## src/rtl/core_pkg.sv

```systemverilog
// Shared types and constants for the core front end.
// Imported by the PC generation stage and its helpers.
package core_pkg;

  typedef enum logic [1:0] {
    BOOT,
    RUN,
    PEND,
    TRAP
  } pc_state_t;

  localparam logic [31:0] PC_INC = 32'd4;

endpackage

```

## src/rtl/branch_target_adder.sv

```systemverilog
// Branch target adder: branch PC plus pre-shifted offset.
// Sum wraps modulo 2^n.
module branch_target_adder #(
  parameter int n = 32
) (
  input  logic [n-1:0] branch_pc,
  input  logic [n-1:0] offset_shifted,
  output logic [n-1:0] target
);

  assign target = branch_pc + offset_shifted;

endmodule

```

## src/rtl/pc_gen.sv

```systemverilog
// PC generation stage: owns the PC and drives fetch requests.
// Buffers redirects while stalled; traps misaligned targets.
module pc_gen
  import core_pkg::*;
#(
  parameter int          n        = 32,
  parameter logic [n-1:0] RESET_PC = '0
) (
  input  logic         clk,
  input  logic         rst_n,
  input  logic [n-1:0] offset_shifted,
  input  logic [n-1:0] branch_pc,
  input  logic         branch_taken,
  input  logic         jalr_en,
  input  logic [n-1:0] jalr_target,
  input  logic         fetch_ready,
  output logic         fetch_valid,
  output logic [n-1:0] pc,
  output logic [n-1:0] pc_plus4,
  output logic         misalign_err,
  output logic [n-1:0] err_addr
);

  pc_state_t    state_q;
  logic [n-1:0] pc_q;
  logic [n-1:0] pend_q;
  logic         valid_q;
  logic         err_q;
  logic [n-1:0] err_addr_q;

  logic [n-1:0] br_target;
  logic [n-1:0] target;
  logic         redir;
  logic         fire;
  logic         misaligned;
  logic         unused_jalr_lsb;

  branch_target_adder #(.n(n)) u_bta (
    .branch_pc      (branch_pc),
    .offset_shifted (offset_shifted),
    .target         (br_target)
  );

  // JALR clears bit 0 and wins over a simultaneous branch
  always_comb begin
    target = br_target;
    if (jalr_en) target = {jalr_target[n-1:1], 1'b0};
  end

  assign unused_jalr_lsb = jalr_target[0];
  assign redir      = jalr_en | branch_taken;
  assign fire       = valid_q & fetch_ready;
  assign misaligned = redir & target[1];

  // Fetch FSM with PC, pending-target and error registers
  always_ff @(posedge clk or negedge rst_n) begin
    if (!rst_n) begin
      state_q    <= BOOT;
      pc_q       <= RESET_PC;
      pend_q     <= '0;
      valid_q    <= 1'b0;
      err_q      <= 1'b0;
      err_addr_q <= '0;
    end else begin
      unique case (state_q)
        BOOT: begin
          state_q <= RUN;
          valid_q <= 1'b1;
        end
        RUN: begin
          if (misaligned) begin
            state_q    <= TRAP;
            valid_q    <= 1'b0;
            err_q      <= 1'b1;
            err_addr_q <= target;
          end else if (redir && fire) begin
            pc_q <= target;
          end else if (redir) begin
            pend_q  <= target;
            state_q <= PEND;
          end else if (fire) begin
            pc_q <= pc_q + n'(PC_INC);
          end
        end
        PEND: begin
          if (misaligned) begin
            state_q    <= TRAP;
            valid_q    <= 1'b0;
            err_q      <= 1'b1;
            err_addr_q <= target;
          end else if (fire) begin
            pc_q    <= redir ? target : pend_q;
            state_q <= RUN;
          end else if (redir) begin
            pend_q <= target;
          end
        end
        TRAP: begin
          valid_q <= 1'b0;
        end
        default: begin
          state_q <= TRAP;
          valid_q <= 1'b0;
        end
      endcase
    end
  end

  assign fetch_valid  = valid_q;
  assign pc           = pc_q;
  assign pc_plus4     = pc_q + n'(PC_INC);
  assign misalign_err = err_q;
  assign err_addr     = err_addr_q;

endmodule

```

## config.mk

```make
export PLATFORM = sky130hd
export DESIGN_NAME = pc_gen
export DESIGN_NICKNAME = d
export VERILOG_FILES = /design/src/rtl/core_pkg.sv /design/src/rtl/branch_target_adder.sv /design/src/rtl/pc_gen.sv
export SDC_FILE = /design/constraint.sdc
export NUM_CORES = 1
export LEC_CHECK = 0
export ABC_AREA = 1
export BUFFER_PORTS_ARGS = -buffer_cell sky130_fd_sc_hd__buf_2
export CAP_MARGIN = 5
export CORE_MARGIN = 5
export CORE_UTILIZATION = 35
export CTS_CLUSTER_SIZE = 20
export DETAILED_ROUTE_END_ITERATION = 8
export PLACE_DENSITY = 0.61
export SLEW_MARGIN = 0
export SYNTH_ARGS = -nofsm -noshare
export SYNTH_HDL_FRONTEND = slang
export SYNTH_HIERARCHICAL = 1
export SYNTH_SLANG_ARGS = --single-unit
```

## constraint.sdc

```tcl
create_clock -name clk -period 4.4 [get_ports clk]
set_input_delay 0 -clock clk [delete_from_list [all_inputs] [get_ports clk]]
set_output_delay 0 -clock clk [all_outputs]
set_load 0.01 [all_outputs]
```

* Yosys cells after proc, flatten, opt, wreduce, memory -nomap -nowiden *
Cells that the tools add are included.

operators by class
  add/subtract/negate cells = 2
  multipliers = 0
  divide/modulo/power cells = 0
  magnitude comparators = 0
  equality and inequality tests = 14
  shift operators = 0
  muxes and demuxes = 22
  bitwise operators = 3
  reduce and logical (&&, ||, !) cells = 9

operator list
  operator                                                         number
  32-bit 2-to-1 mux                                                12
  32-bit case mux with 2 select lines                              2
  32-bit by 3-bit adder with 32-bit output, second input constant  1
  32-bit adder                                                     1
  3-bit != test, second input constant                             5
  2-bit 2-to-1 mux                                                 5
  2-bit != test, second input constant                             5
  2-bit case mux with 3 select lines                               1
  6-bit AND reduction                                              1
  5-bit AND reduction                                              1
  2-bit == test, second input constant                             2
  4-bit AND reduction                                              1
  1-bit case mux with 3 select lines                               1
  3-bit nonzero test                                               1
  1-bit bitwise AND                                                2
  2-bit by 1-bit == test with 1-bit output, second input constant  1
  2-bit zero test                                                  1
  2-bit by 1-bit != test with 1-bit output, second input constant  1
  2-bit AND reduction                                              1
  2-bit nonzero test                                               1
  2-bit OR reduction                                               1
  1-bit logical AND                                                1
  1-bit 2-to-1 mux                                                 1
  1-bit bitwise OR                                                 1

storage, ports and cells
  bits in registers = 100
  latch bits = 0
  bits in writable memories = 0
  memory bits (read-only) = 0
  input port bits = 101
  output and inout port bits = 98
  word-level logic and storage cells = 56
  memories kept = 0

* Longest topological paths before layout *
  depth after elaboration = 6
  depth in mapped cells = 20
  depth with buffers taken out = 20

* Hierarchy *
Netlist, hierarchy kept.

modules (own cells, without submodules)
  module               instances  cells each  area an instance (sq um)  sequential area each (sq um)
  pc_gen               1          912         6150.9                    2502.4
  branch_target_adder  1          494         2384.8                    0.0

* Worst setup path before layout *
OpenSTA, ideal clock, no wires.

  kind = input to register
  start point = input port offset_shifted[0]
  end point = register pc_q[28], in the netlist pc[28]
  setup time = 116 ps
  data arrival time = 1772 ps
  data required time = 4284 ps
  setup slack = 2512 ps
  stages on the path = 20
  path buffers = 0
  cells stage by stage = ha_1 > fa_1 > nand3_1 > nand3_2 > nand2_1 > nand2_2 > nand2_1 > nand2_2 > nand2_1 > nand2_1 > nand2_1 > nand2_1 > nand2_1 > nand2_1 > nand2_1 > o21ai_0 > nor2_1 > nor2_1 > nand2_1 > nand2_1

between the ends
  cells in the longest elaborated chain, start to end = 6
  elaborated cells between the ends (all ways) = 12
  those cells by class = 1 x add/sub; 2 x eq/ne; 7 x mux; 1 x bitwise; 1 x reduce/logical

RTL lines
  element                                RTL line                   source
  from (decl)                            pc_gen.sv:11               input logic [n-1:0] offset_shifted,
  32-bit adder *                         branch_target_adder.sv:11  assign target = branch_pc + offset_shifted;
  named net br_target[28]                pc_gen.sv:31               logic [n-1:0] br_target;
  32-bit 2-to-1 mux *                    pc_gen.sv:47               if (jalr_en) target = {jalr_target[n-1:1], 1'b0};
  32-bit 2-to-1 mux                      n/a
  32-bit 2-to-1 mux                      pc_gen.sv:91               end else if (fire) begin
  32-bit 2-to-1 mux                      pc_gen.sv:86               if (misaligned) begin
  32-bit case mux with 2 select lines *  pc_gen.sv:65               unique case (state_q)
  to (signal assigned)                   pc_gen.sv:77               pc_q <= target;
  to (signal assigned)                   pc_gen.sv:82               pc_q <= pc_q + n'(PC_INC);
  to (signal assigned)                   pc_gen.sv:92               pc_q <= redir ? target : pend_q;
  to (decl)                              pc_gen.sv:25               logic [n-1:0] pc_q;

The timed path passes the listed nets; every way through them passes the cells marked *. The select of a mux whose other input is x is not followed.
A chain may end at the register's enable or synchronous reset.

* Final worst setup path *
  start point = register state_q[0]
  end point = register pc_q[12], in the netlist pc[12]

between the ends
  cells in the longest elaborated chain, start to end = 3
  elaborated cells between the ends (all ways) = 10
  those cells by class = 7 x eq/ne; 1 x mux; 2 x reduce/logical

RTL lines
  element                                                                    RTL line      source
  from (decl)                                                                pc_gen.sv:24  pc_state_t state_q;
  from (signal assigned)                                                     pc_gen.sv:58  state_q <= BOOT;
  from (signal assigned)                                                     pc_gen.sv:67  state_q <= RUN;
  from (signal assigned)                                                     pc_gen.sv:72  state_q <= TRAP;
  2-bit by 1-bit == test with 1-bit output or 2-bit == test (tied branches)  pc_gen.sv:65
  3-bit != test (no source line), or another cell as far along               n/a
  6-bit AND reduction (no source line)                                       n/a

Several ways; a longest one is shown, not always the timed one.

==> impl_metrics.env <==
export IMPL_max_freq_mhz=366
export IMPL_finalSetupViolations=0
export IMPL_synthToLayoutAreaGrowth_pct=18.1
export IMPL_rrSetupSlack_ns=1.67
export IMPL_yosys_top_cells_area="dfrtp_1, nand2_1, inv_1"
export IMPL_drv_slew=0
export IMPL_syn_area_per_cell_um2=6.07
export IMPL_grt_pass1_wl_mm=43.3
export IMPL_ir_worst_vdd_mv=0.255
export IMPL_worstMarginPinSlew_ns=0.971
export IMPL_cp_slowest_cell="ha_1"
export IMPL_synth_edf_count=0
export IMPL_fillers=2681
export IMPL_finalSetupTns_ns=0
export IMPL_synth_cell_types=42
export IMPL_yosysWarnings=6
export IMPL_grt_use_total=0.191
export IMPL_synth_top_cells_by_count="nand2_1, inv_1, nor2_1, dfrtp_1, o21ai_0"
export IMPL_port_buffers=197
export IMPL_period_minus_slack_ns=2.73
export IMPL_grt_max_degree=74
export IMPL_ant_nets=0
export IMPL_rsz0062_at_grt="false"
export IMPL_cts_tree="yes"
export IMPL_use_met1=0.273
export IMPL_synth_area_mm2=0.00854
export IMPL_post_synth_top_count_cell="nand2_1"
export IMPL_dr_first_iter_drc_count=584
export IMPL_path_cells="inv_1 > ha_1 > nor2_1 > nor2_1 > nand2_4 > inv_2 > nand2_1 > nor2_1 > a21oi_1"
export IMPL_initial_utilization=0.353
export IMPL_vias=8960
export IMPL_dr_pass1_iters=5
export IMPL_die_h_um=166
export IMPL_routed_via_density=4.69
export IMPL_worstSkewPairLatency_ns=0.35
export IMPL_path_buf_inv=2
export IMPL_yosysTopAreaCell="dfrtp_1"
export IMPL_critical_path_top_delay_family="simple AND/OR/NAND/NOR gates"
export IMPL_drive_gt1_frac=0.175
export IMPL_hold_violations=0
export IMPL_dp_hpwl_mm=21.9
export IMPL_slowest_delay_ns=0.54
export IMPL_cts_root_buffer="clkbuf_16"
export IMPL_grt_pass1_vias=8455
export IMPL_ys_async_sr_fraction=1.00
export IMPL_stdcell_count=1909
export IMPL_ys_seq_area_frac=0.293
export IMPL_status="finished, final reports clean"
export IMPL_cts_htree_levels=3
export IMPL_hold_path_class="primary input to flop"
export IMPL_ios=199
export IMPL_grt_busiest_layer="met2"
export IMPL_worst_ep_arrival_time_ns=2.97
export IMPL_cp_data_required_time_ns=4.63
export IMPL_cp_end_kind="flop"
export IMPL_die_area_mm2=0.0276
export IMPL_grt_ovfl_total=0
export IMPL_critPathMostFrequentCell="nor2_1"
export IMPL_crit_type="flop to flop"
export IMPL_final_nets=1717
export IMPL_gr_usage_met3=0.0376
export IMPL_cts_buffers=9
export IMPL_synth_top_area_share=0.293
export IMPL_crit_fanout=33
export IMPL_power_w=0.00518
export IMPL_rows=57
export IMPL_dominantRegCellSynth="dfrtp_1"
export IMPL_start_kind="flop"
export IMPL_slew_headroom=0.353
export IMPL_wl_mm=27.2
export IMPL_gp_congestion=0.958
export IMPL_ys_seq_elements=100
export IMPL_netlist_instances=1406
export IMPL_drc=0
export IMPL_holdWs_ns=0.0131
export IMPL_finClkSkew_ns=0.00730
export IMPL_diodes=0
export IMPL_cts_max_path_buffers=2
export IMPL_placed_cells=1892
export IMPL_clkTransAtPathRegs_ns=0.07
export IMPL_syn_num_nets=1543
export IMPL_routedWlPerCell_um=14.2
export IMPL_met2_usage=0.301
export IMPL_powerDensity_mw_per_mm2=514
export IMPL_antenna_found_initial=0
export IMPL_coreArea_mm2=0.0242
export IMPL_max_cap_violations=0
export IMPL_die_w_um=166
export IMPL_clock_sinks=100
export IMPL_p_leak_nw=5.87
export IMPL_finalCritPeriodShare=0.622
cell type report:
class | count | area (um2) | area share
Clock buffer | 10 | 239 | 0.0237
Tap cell | 324 | 405 | 0.0402
Clock inverter | 6 | 111 | 0.0110
Inverter | 181 | 682 | 0.0676
Multi-Input combinational cell | 1086 | 5110 | 0.507
Sequential cell | 100 | 2500 | 0.248
Timing Repair Buffer | 202 | 1030 | 0.102
flip-flops by register name, indices dropped and copies added, names as in the netlist:
name / count
err_addr: 32
fetch_valid: 1
misalign_err: 1
pc: 32
pend_q: 32
state_q: 2
layer usage:
metal	up-vias	wire length, um
li1	4670	-
met1	4006	13100
met2	264	11900
met3	20	1810
met4	0	408
met5	-	0
worst register-to-register path: cells and delay by family (launching register included):
kind	cells	cell delay [ns]
adder cells (fa/ha/maj)	1	0.55
AND/OR/NAND/NOR	5	0.93
flip-flops	1	0.39
AO/OA/AOI/OAI	1	0.10
buffers and inverters	2	0.64
power by group:
part,switching [W],internal [W]
Clock,0.000354,0.000571
Combinational,0.00167,0.000904
Sequential,0.000348,0.00133
worst paths after layout:
path | from | to | cells past startpoint
worst max-delay path | state_q[0]$_DFFE_PN0P_ | pc[12]$_DFFE_PN0P_ | 9
worst min-delay path | branch_taken | pend_q[0]$_DFFE_PN0P_ | 3
worst max register to register | state_q[0]$_DFFE_PN0P_ | pc[12]$_DFFE_PN0P_ | 9
worst min register to register | err_addr[3]$_DFFE_PN0P_ | err_addr[3]$_DFFE_PN0P_ | 2
max in group asynchronous | rst_n | pc[14]$_DFFE_PN0P_ | 3
min in group asynchronous | rst_n | err_addr[2]$_DFFE_PN0P_ | 2
metrics by stage:
stage	area, um2	util	setup slack, ns
after CTS	10100	0.417	1.64
after global routing	10100	0.417	1.36
after global placement	9720	0.402	1.69
after detailed placement	9720	0.402	1.65
after floorplan	8540	-	2.51
final	10100	0.417	1.67
cell families (layout without fill, tap and decap cells):
| kind of cell | after synthesis | after routing | synth area share |
|---|---|---|---|
| AND/OR/NAND/NOR | 875 | 875 | 0.422 |
| buffers and inverters | 220 | 399 | 0.108 |
| AO/OA/AOI/OAI | 145 | 145 | 0.0931 |
| flip-flops | 100 | 100 | 0.293 |
| adder cells (fa/ha/maj) | 36 | 36 | 0.0537 |
| XOR/XNOR | 30 | 30 | 0.0308 |
repair_timing:
action / in CTS / in global routing
hold buffers: 1 / 0
buffers inserted: 0 / 0
endpoints found under the hold margin: 72 / 0
resized for setup: 0 / 0
placed cells by master, fill, tap and decap left out, types with 3 or more instances in the layout:
cell	instances
a21oi_1	35
a31oi_1	4
and2_1	5
buf_2	196
buf_4	5
bufinv_16	3
clkbuf_16	9
dfrtp_1	100
ha_1	35
inv_1	171
inv_2	9
nand2_1	624
nand2_2	21
nand2_4	4
nand3_1	54
nand3_2	4
nand3b_1	8
nand4_1	3
nor2_1	133
nor2_2	6
nor3_1	4
o211ai_1	3
o21ai_0	57
o21ai_1	31
o21ai_2	5
o221ai_1	3
xnor2_1	12
xor2_1	18
No activity file was read; power rests on OpenSTA's default activity.
